$ cat src/rtl/systolic_skew_buffer_if.sv
// Beat handshake and skewed lane bus between a producer and the skew buffer.
// The slave modport is the buffer side; the master modport is the producer/consumer side.
interface systolic_skew_buffer_if #(
    parameter int DATA_WIDTH = 8,
    parameter int SA_LENGTH  = 5
);
    logic                            IN_VALID;
    logic                            IN_LAST;
    logic [SA_LENGTH*DATA_WIDTH-1:0] Inputs;
    logic                            IN_READY;
    logic [SA_LENGTH*DATA_WIDTH-1:0] Outputs;
    logic [SA_LENGTH-1:0]            OUT_VALID;
    logic                            BUSY;
    logic                            DONE;

    modport master (
        output IN_VALID, IN_LAST, Inputs,
        input  IN_READY, Outputs, OUT_VALID, BUSY, DONE
    );

    modport slave (
        input  IN_VALID, IN_LAST, Inputs,
        output IN_READY, Outputs, OUT_VALID, BUSY, DONE
    );
endinterface

$ cat src/rtl/systolic_skew_buffer.sv
// Per-lane delay lines that skew a beat across a systolic array edge.
// Define SDS_DESKEW_EN to add a MODE port selecting deskew (reversed delays).
module systolic_skew_buffer #(
    parameter int DATA_WIDTH = 8,
    parameter int SA_LENGTH  = 5
) (
    input  logic CLK,
    input  logic SYNC_RST,
    input  logic EN,
`ifdef SDS_DESKEW_EN
    input  logic MODE,
`endif
    systolic_skew_buffer_if.slave bus
);

    typedef enum logic [1:0] {
        IDLE,
        STREAM,
        DRAIN
    } state_e;

    localparam int CW = $clog2(SA_LENGTH + 1);
    localparam int LW = SA_LENGTH * DATA_WIDTH;

    state_e          state_q, state_d;
    logic [CW-1:0]   cnt_q, cnt_d;
    logic            done_q, done_d;
    logic            in_ready;
    logic            accept;
    wire  [LW-1:0]   out_data;
    wire  [SA_LENGTH-1:0] out_vld;

    assign in_ready = EN && (state_q != DRAIN) && !SYNC_RST;
    assign accept   = in_ready && bus.IN_VALID;

    assign bus.IN_READY  = in_ready;
    assign bus.BUSY      = (state_q != IDLE);
    assign bus.DONE      = done_q && EN;
    assign bus.Outputs   = out_data;
    assign bus.OUT_VALID = out_vld;

    // Tile FSM: stream beats, then count down until the last lane leaves.
    always_comb begin
        state_d = state_q;
        cnt_d   = cnt_q;
        done_d  = done_q;
        if (EN) begin
            done_d = 1'b0;
            unique case (state_q)
                IDLE, STREAM: begin
                    if (accept) begin
                        if (bus.IN_LAST) begin
                            if (SA_LENGTH == 1) begin
                                state_d = IDLE;
                                done_d  = 1'b1;
                            end else begin
                                state_d = DRAIN;
                                cnt_d   = CW'(SA_LENGTH - 1);
                            end
                        end else begin
                            state_d = STREAM;
                        end
                    end
                end
                DRAIN: begin
                    cnt_d = cnt_q - CW'(1);
                    if (cnt_q == CW'(1)) begin
                        state_d = IDLE;
                        done_d  = 1'b1;
                    end
                end
                default: state_d = IDLE;
            endcase
        end
    end

`ifdef SDS_DESKEW_EN
    logic mode_q, mode_d;

    // Direction is fixed for a whole tile, captured at its first beat.
    always_comb begin
        mode_d = mode_q;
        if (accept && (state_q == IDLE)) begin
            mode_d = MODE;
        end
    end
`endif

    // Control registers with reset priority over everything else.
    always_ff @(posedge CLK) begin
        if (SYNC_RST) begin
            state_q <= IDLE;
            cnt_q   <= '0;
            done_q  <= 1'b0;
`ifdef SDS_DESKEW_EN
            mode_q  <= 1'b0;
`endif
        end else begin
            state_q <= state_d;
            cnt_q   <= cnt_d;
            done_q  <= done_d;
`ifdef SDS_DESKEW_EN
            mode_q  <= mode_d;
`endif
        end
    end

    for (genvar i = 0; i < SA_LENGTH; i++) begin : g_lane
`ifdef SDS_DESKEW_EN
        localparam int DEPTH =
            (i + 1 > SA_LENGTH - i) ? i + 1 : SA_LENGTH - i;
`else
        localparam int DEPTH = i + 1;
`endif

        logic [DATA_WIDTH-1:0] dat_q [DEPTH];
        logic [DATA_WIDTH-1:0] dat_d [DEPTH];
        logic [DEPTH-1:0]      vld_q, vld_d;

        // Shift the lane one stage; non-accepting cycles inject a bubble.
        always_comb begin
            dat_d = dat_q;
            vld_d = vld_q;
            if (EN) begin
                dat_d[0] = accept ?
                    bus.Inputs[i*DATA_WIDTH +: DATA_WIDTH] : '0;
                vld_d[0] = accept;
                for (int j = 1; j < DEPTH; j++) begin
                    dat_d[j] = dat_q[j-1];
                    vld_d[j] = vld_q[j-1];
                end
            end
        end

        // Lane delay registers.
        always_ff @(posedge CLK) begin
            if (SYNC_RST) begin
                for (int j = 0; j < DEPTH; j++) begin
                    dat_q[j] <= '0;
                end
                vld_q <= '0;
            end else begin
                dat_q <= dat_d;
                vld_q <= vld_d;
            end
        end

`ifdef SDS_DESKEW_EN
        assign out_data[i*DATA_WIDTH +: DATA_WIDTH] =
            mode_q ? dat_q[SA_LENGTH-1-i] : dat_q[i];
        assign out_vld[i] =
            mode_q ? vld_q[SA_LENGTH-1-i] : vld_q[i];
`else
        assign out_data[i*DATA_WIDTH +: DATA_WIDTH] = dat_q[i];
        assign out_vld[i] = vld_q[i];
`endif
    end

endmodule

$ cat src/flat_wrapper.sv
// flat-port wrapper written by rule: the top's interface ports become plain ports
module systolic_skew_buffer_flat 
#(
    parameter int DATA_WIDTH = 8,
    parameter int SA_LENGTH  = 5
)
  (CLK, SYNC_RST, EN, bus_IN_VALID, bus_IN_LAST, bus_Inputs, bus_IN_READY, bus_Outputs, bus_OUT_VALID, bus_BUSY, bus_DONE);
  systolic_skew_buffer_if #(.DATA_WIDTH(DATA_WIDTH), .SA_LENGTH(SA_LENGTH)) bus_i ();
  input  logic CLK;
  input  logic SYNC_RST;
  input  logic EN;
  input wire logic [$bits(bus_i.IN_VALID)-1:0] bus_IN_VALID;
  input wire logic [$bits(bus_i.IN_LAST)-1:0] bus_IN_LAST;
  input wire logic [$bits(bus_i.Inputs)-1:0] bus_Inputs;
  output wire logic [$bits(bus_i.IN_READY)-1:0] bus_IN_READY;
  output wire logic [$bits(bus_i.Outputs)-1:0] bus_Outputs;
  output wire logic [$bits(bus_i.OUT_VALID)-1:0] bus_OUT_VALID;
  output wire logic [$bits(bus_i.BUSY)-1:0] bus_BUSY;
  output wire logic [$bits(bus_i.DONE)-1:0] bus_DONE;
  assign bus_i.IN_VALID = bus_IN_VALID;
  assign bus_i.IN_LAST = bus_IN_LAST;
  assign bus_i.Inputs = bus_Inputs;
  assign bus_IN_READY = bus_i.IN_READY;
  assign bus_Outputs = bus_i.Outputs;
  assign bus_OUT_VALID = bus_i.OUT_VALID;
  assign bus_BUSY = bus_i.BUSY;
  assign bus_DONE = bus_i.DONE;
  systolic_skew_buffer #(.DATA_WIDTH(DATA_WIDTH), .SA_LENGTH(SA_LENGTH)) u_core (.CLK(CLK), .SYNC_RST(SYNC_RST), .EN(EN), .bus(bus_i));
endmodule
$ cat config.mk
export PLATFORM = sky130hd
export DESIGN_NAME = systolic_skew_buffer_flat
export DESIGN_NICKNAME = d
export VERILOG_FILES = /design/src/rtl/systolic_skew_buffer_if.sv /design/src/rtl/systolic_skew_buffer.sv /design/src/flat_wrapper.sv
export SDC_FILE = /design/constraint.sdc
export NUM_CORES = 1
export LEC_CHECK = 0
export CORE_ASPECT_RATIO = 0.8
export CORE_MARGIN = 2
export CORE_UTILIZATION = 40
export DETAILED_ROUTE_END_ITERATION = 10
export GPL_ROUTABILITY_DRIVEN = 0
export SLEW_MARGIN = 20
export SYNTH_ARGS = -nofsm -noshare
export SYNTH_HDL_FRONTEND = slang
export SYNTH_SLANG_ARGS = --single-unit
$ cat constraint.sdc
create_clock -name CLK -period 1.9 [get_ports CLK]
set_clock_uncertainty 0.2 [all_clocks]
set_input_delay 0.38 -clock CLK [delete_from_list [all_inputs] [get_ports CLK]]
set_output_delay 0.38 -clock CLK [all_outputs]
set_load 0.02 [all_outputs]
==> metrics.md, run 1 <==
| Metric | Value |
|---|---|
| Vias in the first global route | `around 3000` |
| Per-cell routed wire length | `between 10 and 15 um` |
| Post-route minimum period | `about 1800 ps` |
| Setup Buffers After CTS | `0` |
| Total CTS buffers | `17` |
| First-pass GRT wire length | `roughly 15 mm` |
| Max clock buf depth | `2` |
| Sink Count | `between 100 and 150` |
| Setup ws final | `92.9 ps` |
| Worst path top cell family by delay | `buffers and inverters` |
| Critical path's largest stage delay | `between 300 and 400 ps` |
| Initial DRC Count | `around 120` |
| Syn_nets | `roughly 480` |
| Comb pwr share | `roughly 6.0%` |
| Max cap viols | `0` |
| Tot Pwr | `6.69 mW` |
| Unrepaired setup endpoints after global routing | `false` |
| DRT Wirelength | `9.09 mm` |
| Switching Share | `approximately a fifth` |
| Average size of a mapped cell | `~11 um2` |
| Setup CP Type | `flop to primary output` |
| Dominant cells by area after synthesis | `dfxtp_1, mux2i_1, a22o_1` |
| #FFs+latches synth | `roughly 130` |
| Startpoint Class | `flop` |
| Leakage | `about 2.8 nW` |
| Grt ovf | `0` |
| Crit end category | `primary output` |
| Synth unique cells | `32` |
| Synth Cell Area | `~4800 um2` |
| Gate Count Post-Synth | `between 400 and 500` |
| Status | `finished clean` |
| Chip width | `126 um` |
| Starting Density | `about two fifths` |
| # rows | `35` |
| Overall die height | `a little over 100 um` |
| Fin nets | `545` |
| Post-synthesis sequential area ratio | `between 50 and 60%` |
| Most frequent cell after synthesis | `dfxtp_1` |
| Max_slew headroom | `between 30 and 40%` |
| F_max | `approximately 550 MHz` |
| Buf/Inv on CP | `1` |
| Clock network power share | `between 50% and 60%` |
| Die area | `~13000 um2` |
| GRT Total Usage | `approximately 15%` |
| Post-synthesis cell type with the largest combined area | `dfxtp_1` |
| Fin. max-slew vios | `0` |
| Post-synth EDFFs | `0` |
| DR vias/cell | `4.74` |
| Pre-CTS setup slack | `-48.6 ps` |
| HPWL after DPL | `~5.8 mm` |
| Htree depth | `4` |
| Worst vdd ir | `0.000664 V` |
| CP required | `~1300 ps` |
| Crit-path cells | `and2_1 -> clkdlybuf4s15_1` |
| CP Max Fanout | `2` |
| DR DRC count | `0` |
| Clock transition at path regs | `around 50 ps` |
| Hold WC Path Type | `flop to flop` |
| Pwr/cell area | `1090 nW/um2` |
| Area delta synth->final | `28.7%` |
| Worst skew pair latency | `about 400 ps` |
| Worst slew pin tran | `between 900 and 1000 ps` |
| Flop pwr share | `a little over two fifths` |
| Initial antenna violation count | `0` |
| Critical Path AT | `between 1000 and 1500 ps` |
| Core area | `11600 um2` |
| Yosys warnings | `0` |
| CP max-delay cell | `clkdlybuf4s15_1` |
| Via count | `3126` |
| Setup TNS Final | `0 ps` |
| Antenna-violating nets left | `0` |
| Largest net degree at the start of global routing | `60` |
| Diodes inserted | `0` |
| Top FF cell, synth | `dfxtp_1` |
| Root buffer cell | `clkbuf_16` |
| Share of post-route cells with drive strength above 1 | `9.98%` |
| Final setup vio count | `0` |
| Top Ports | `between 90 and 100` |
| DR pass1 iterations | `4` |
| Buffers added on ports | `just over 90` |
| Psw | `1.35 mW` |
| Final period util | `95.1%` |
| Async SR Flop Fraction | `0%` |
| Final hold viol count | `0` |
| Synth cell count leaders | `dfxtp_1, nor2_1, mux2i_1` |
| TritonCTS clock tree | `done` |
| Synth top area share | `54.7%` |
| P_int | `5.35 mW` |
metrics by stage:
stage                     util [%]  hold WS [ps]  cell area [um2]  instances
after detailed placement      48.2           256             5600        627
after floorplan                  -           241             4790        437
after global placement        48.2           255             5600        627
after CTS                     53.2           272             6170        659
after global routing          53.2           285             6170        659
final                         53.2           266             6170        659
what timing repair did:
action / in CTS / in global routing
hold buffers: 0 / 0
setup endpoints to repair: 48 / 1
resized for setup: 56 / 1
cell usage in the layout (no fill, tap or decap), types with 2 or more instances in the layout:
master           synthesis  routed
o31ai_1                  2       2
nand2_1                  2       2
clkinv_2                 0       3
mux2i_1                 84      84
clkinvlp_4               0       2
buf_4                   38      12
clkdlybuf4s50_1          0      42
dfxtp_1                131     130
inv_1                    4       4
a22o_1                  40      40
clkbuf_8                 0       4
clkbuf_16                0      17
nand4_1                  2       2
buf_12                   0       2
ha_1                     2       2
nor2_1                  88      87
a21oi_1                  2       2
buf_2                   11       2
or3_1                    2       2
clkbuf_1                 7       2
dlygate4sd2_1            0      45
bufinv_16                0       4
power groups by stage:
stage | combinational (mW) | clock (mW) | sequential, mW
floorplan | 0.240 | 0 | 2.91
global placement | 0.413 | 0 | 2.90
global route | 0.432 | 3.67 | 2.85
detailed placement | 0.418 | 0 | 2.90
CTS | 0.407 | 3.53 | 2.84
finish | 0.399 | 3.45 | 2.85
area by class of cell:
class                           count  area, um2
Timing Repair Buffer              104        965
Inverter                            4       15.0
Fill cell                        1022       5440
Sequential cell                   131       2620
Clock buffer                       23        488
Tap cell                          148        185
Clock inverter                      9        150
Multi-Input combinational cell    240       1740
layer usage:
layer	track usage [%]	vias to the layer above	part of all wire, %
met5	0	-	0
met3	5.39	14	5.2
met4	6.76	0	1.7
met2	22.8	69	45
li1	-	1589	-
met1	18.1	1454	48
path summary, 6_finish.rpt:
path,startpoint,endpoint,slack [ps],depth (start not counted)
worst max-delay path,u_core.done_q$_SDFFE_PP0P_,bus_DONE,90,2
worst max register to register,u_core.state_q[1]$_SDFFE_PP0P_,u_core.g_lane[1].dat_q[9]$_SDFFE_PP0P_,400,5
worst min register to register,u_core.g_lane[0].dat_q[0]$_SDFFE_PP0P_,u_core.g_lane[0].dat_q[0]$_SDFFE_PP0P_,270,1
worst min-delay path,u_core.g_lane[0].dat_q[0]$_SDFFE_PP0P_,u_core.g_lane[0].dat_q[0]$_SDFFE_PP0P_,270,1
flip-flops by register name (all words and copies together), names as in the netlist:
register	cells
u_core.bus.Outputs	32
u_core.g_lane.dat_q	88
u_core.cnt_q	3
u_core.state_q	2
u_core.done_q	1
u_core.g_lane.vld_q	5
worst reg2reg max path, delay by kind of cell (launching register included):
kind            cells  cell delay [ps]
simple gates        2              370
buf+inv             2              370
flops               1              320
compound gates      1              170
kinds of logic (layout without fill, tap and decap cells):
| kind of cell | count (synthesis) | in the layout | share of synthesized area [%] |
|---|---|---|---|
| AO/OA/AOI/OAI | 51 | 51 | 8.93 |
| multiplexers | 84 | 84 | 17.5 |
| adder cells (fa/ha/maj) | 2 | 2 | 0.522 |
| flip-flops | 131 | 131 | 54.7 |
| AND/OR/NAND/NOR | 103 | 103 | 9.22 |
| buffers and inverters | 66 | 140 | 9.06 |
(Power assumes the default switching activity.)
==> run 2, diff against run 1 <==
DONT_BUFFER_PORTS = 1   (was not set)
==> run 2 against run 1 <==
Critical path depth up 1. Sequential share of layout area down 0.38 points. Wire length up 13%. Total power down 6.7%. Maximum frequency down 1.2%. Non-clock buffer count up 2. Design area up 0.89%. Via count up 4.9%. Core utilization up 0.47 points.
==> metrics.md, run 2 (synthesized netlist as in run 1, its figures left out) <==
| Metric | Value |
|---|---|
| Area delta synth->final | `29.9%` |
| Total CTS buffers | `17` |
| Setup ws final | `between 70 and 80 ps` |
| TritonCTS clock tree | `done` |
| Buffers added on ports | `0` |
| Max clock buf depth | `2` |
| Worst vdd ir | `0.000583 V` |
| Critical Path AT | `approximately 1300 ps` |
| CP endpoint | `bus_IN_READY` |
| DR DRC count | `0` |
| Post-route minimum period | `between 1500 and 2000 ps` |
| F_max | `around 550 MHz` |
| Worst r2r path cells | `4` |
| Final core occ | `a little over half` |
| Final hold viol count | `0` |
| Most common cell after layout, fill and taps aside | `dfxtp_1` |
| Antenna-violating nets left | `0` |
| Die area | `12900 um2` |
| Worst slew pin tran | `between 600 and 700 ps` |
| Hold WC Path Type | `input port to flop` |
| Initial DRC Count | `127` |
| Top Ports | `slightly above 90` |
| Core area | `11600 um2` |
| Storage element area | `roughly 2600 um2` |
| Overall die height | `102 um` |
| Root buffer cell | `clkbuf_16` |
| CP Max Fanout | `6` |
| Grt ovf | `0` |
| GR Util met2 | `between 20 and 30%` |
| Max_slew headroom | `roughly three fifths` |
| Leakage | `~2.6 nW` |
| Sink Count | `~130` |
| Final period util | `between 90 and 100%` |
| Routing usage on met3 | `6.54%` |
| CP required | `1320 ps` |
| Biggest register | `u_core.g_lane.dat_q` |
| Final setup vio count | `0` |
| Most frequent cells in the layout | `dfxtp_1, dlygate4sd3_1, nor2_1` |
| Pwr/cell area | `~1000 nW/um2` |
| Starting Density | `about two fifths` |
| Pre-CTS setup slack | `between 100 and 150 ps` |
| Startpoint Class | `flop` |
| DR vias/cell | `4.96` |
| Largest net degree at the start of global routing | `just under 70` |
| RR Endpoint | `u_core.g_lane[0].dat_q[3]$_SDFFE_PP0P_` |
| Worst R2R Start | `u_core.state_q[1]$_SDFFE_PP0P_` |
| Most Used Layer, Global Route | `met2` |
| Setup Buffers After CTS | `0` |
| DR pass1 iterations | `4` |
| Status | `finished clean` |
| DRT Wirelength | `10.3 mm` |
| Setup TNS Final | `0 ps` |
| Unrepaired setup endpoints after global routing | `false` |
| Initial antenna violation count | `0` |
| Max cap viols | `0` |
| Crit end category | `primary output` |
| Htree depth | `4` |
| Worst Setup SP | `u_core.state_q[1]$_SDFFE_PP0P_` |
| First-pass GRT wire length | `~17 mm` |
| GRT Total Usage | `about 17%` |
| Per-cell routed wire length | `between 15 and 20 um` |
| Multi-input combinational cell area | `about 1700 um2` |
| Worst R2R Setup Slack | `180 ps` |
| Worst skew pair latency | `between 400 and 500 ps` |
| Max reg flops | `88` |
| Filler instances | `a little over 1000` |
| Vias in the first global route | `3529` |
| Setup CP Type | `flop to primary output` |
| Diodes inserted | `0` |
| Clock transition at path regs | `~60 ps` |
| Fin nets | `~550` |
| Via count | `around 3300` |
| # rows | `35` |
| Met1 Track Usage GR | `just under 20%` |
| Share of post-route cells with drive strength above 1 | `approximately 9%` |
| Fin. max-slew vios | `0` |
| Tot Pwr | `between 6 and 7 mW` |
| HPWL after DPL | `between 5 and 6 mm` |
| Chip width | `about 130 um` |
-- run 2: worst min path at each step --
stage          cells after the start                                     from                                       to  slack (ps)
4_1_cts                            2                                       EN           u_core.state_q[1]$_SDFFE_PP0P_           5
3_3_place_gp                       2               u_core.done_q$_SDFFE_PP0P_               u_core.done_q$_SDFFE_PP0P_         250
5_1_grt                            2                             bus_IN_VALID           u_core.state_q[1]$_SDFFE_PP0P_          20
3_5_place_dp                       1  u_core.g_lane[4].dat_q[38]$_SDFFE_PP0P_  u_core.g_lane[4].dat_q[38]$_SDFFE_PP0P_         260
2_1_floorplan                      2               u_core.done_q$_SDFFE_PP0P_               u_core.done_q$_SDFFE_PP0P_         240
6_report                           2                             bus_IN_VALID           u_core.state_q[1]$_SDFFE_PP0P_          30
-- run 2: critical path: stages (launching register included) --
cell	delay, ps
dfxtp_1	340
nor2b_4	260
nor3b_2	80
buf_4	160
-- run 2: routing by layer --
metal / vias to the layer above / share of wire (%)
met5: - / 0
met4: 0 / 1.4
met3: 11 / 5.9
met2: 93 / 50
met1: 1577 / 43
li1: 1599 / -
-- run 2: final cells by class --
cell class,count,share of cell area [%]
Multi-Input combinational cell,240,28.1
Inverter,4,0.241
Sequential cell,131,42.2
Clock inverter,13,1.79
Clock buffer,19,7.28
Timing Repair Buffer,106,17.5
Tap cell,148,2.97
-- run 2: stage by stage --
| stage | cells | hold WS (ps) | cell area (um2) |
|---|---|---|---|
| after floorplan | 437 | 241 | 4790 |
| after global placement | 528 | 251 | 4620 |
| after detailed placement | 528 | 258 | 4620 |
| after CTS | 661 | 4.79 | 6220 |
| after global routing | 661 | 16.9 | 6220 |
| final | 661 | 31.6 | 6220 |
-- run 2: what timing repair did --
action,in CTS,in global routing
endpoints found under the hold margin,131,0
resized for setup,2,0
endpoints found under the setup margin,1,0
hold buffers,101,0
-- run 2: report_power, final --
| group | internal, mW | leakage (nW) | switching [mW] |
|---|---|---|---|
| logic | 0.192 | 1.31 | 0.132 |
| clock network | 1.86 | 0.270 | 1.20 |
| registers | 2.81 | 1.06 | 0.0571 |
| total | 4.86 | 2.64 | 1.39 |
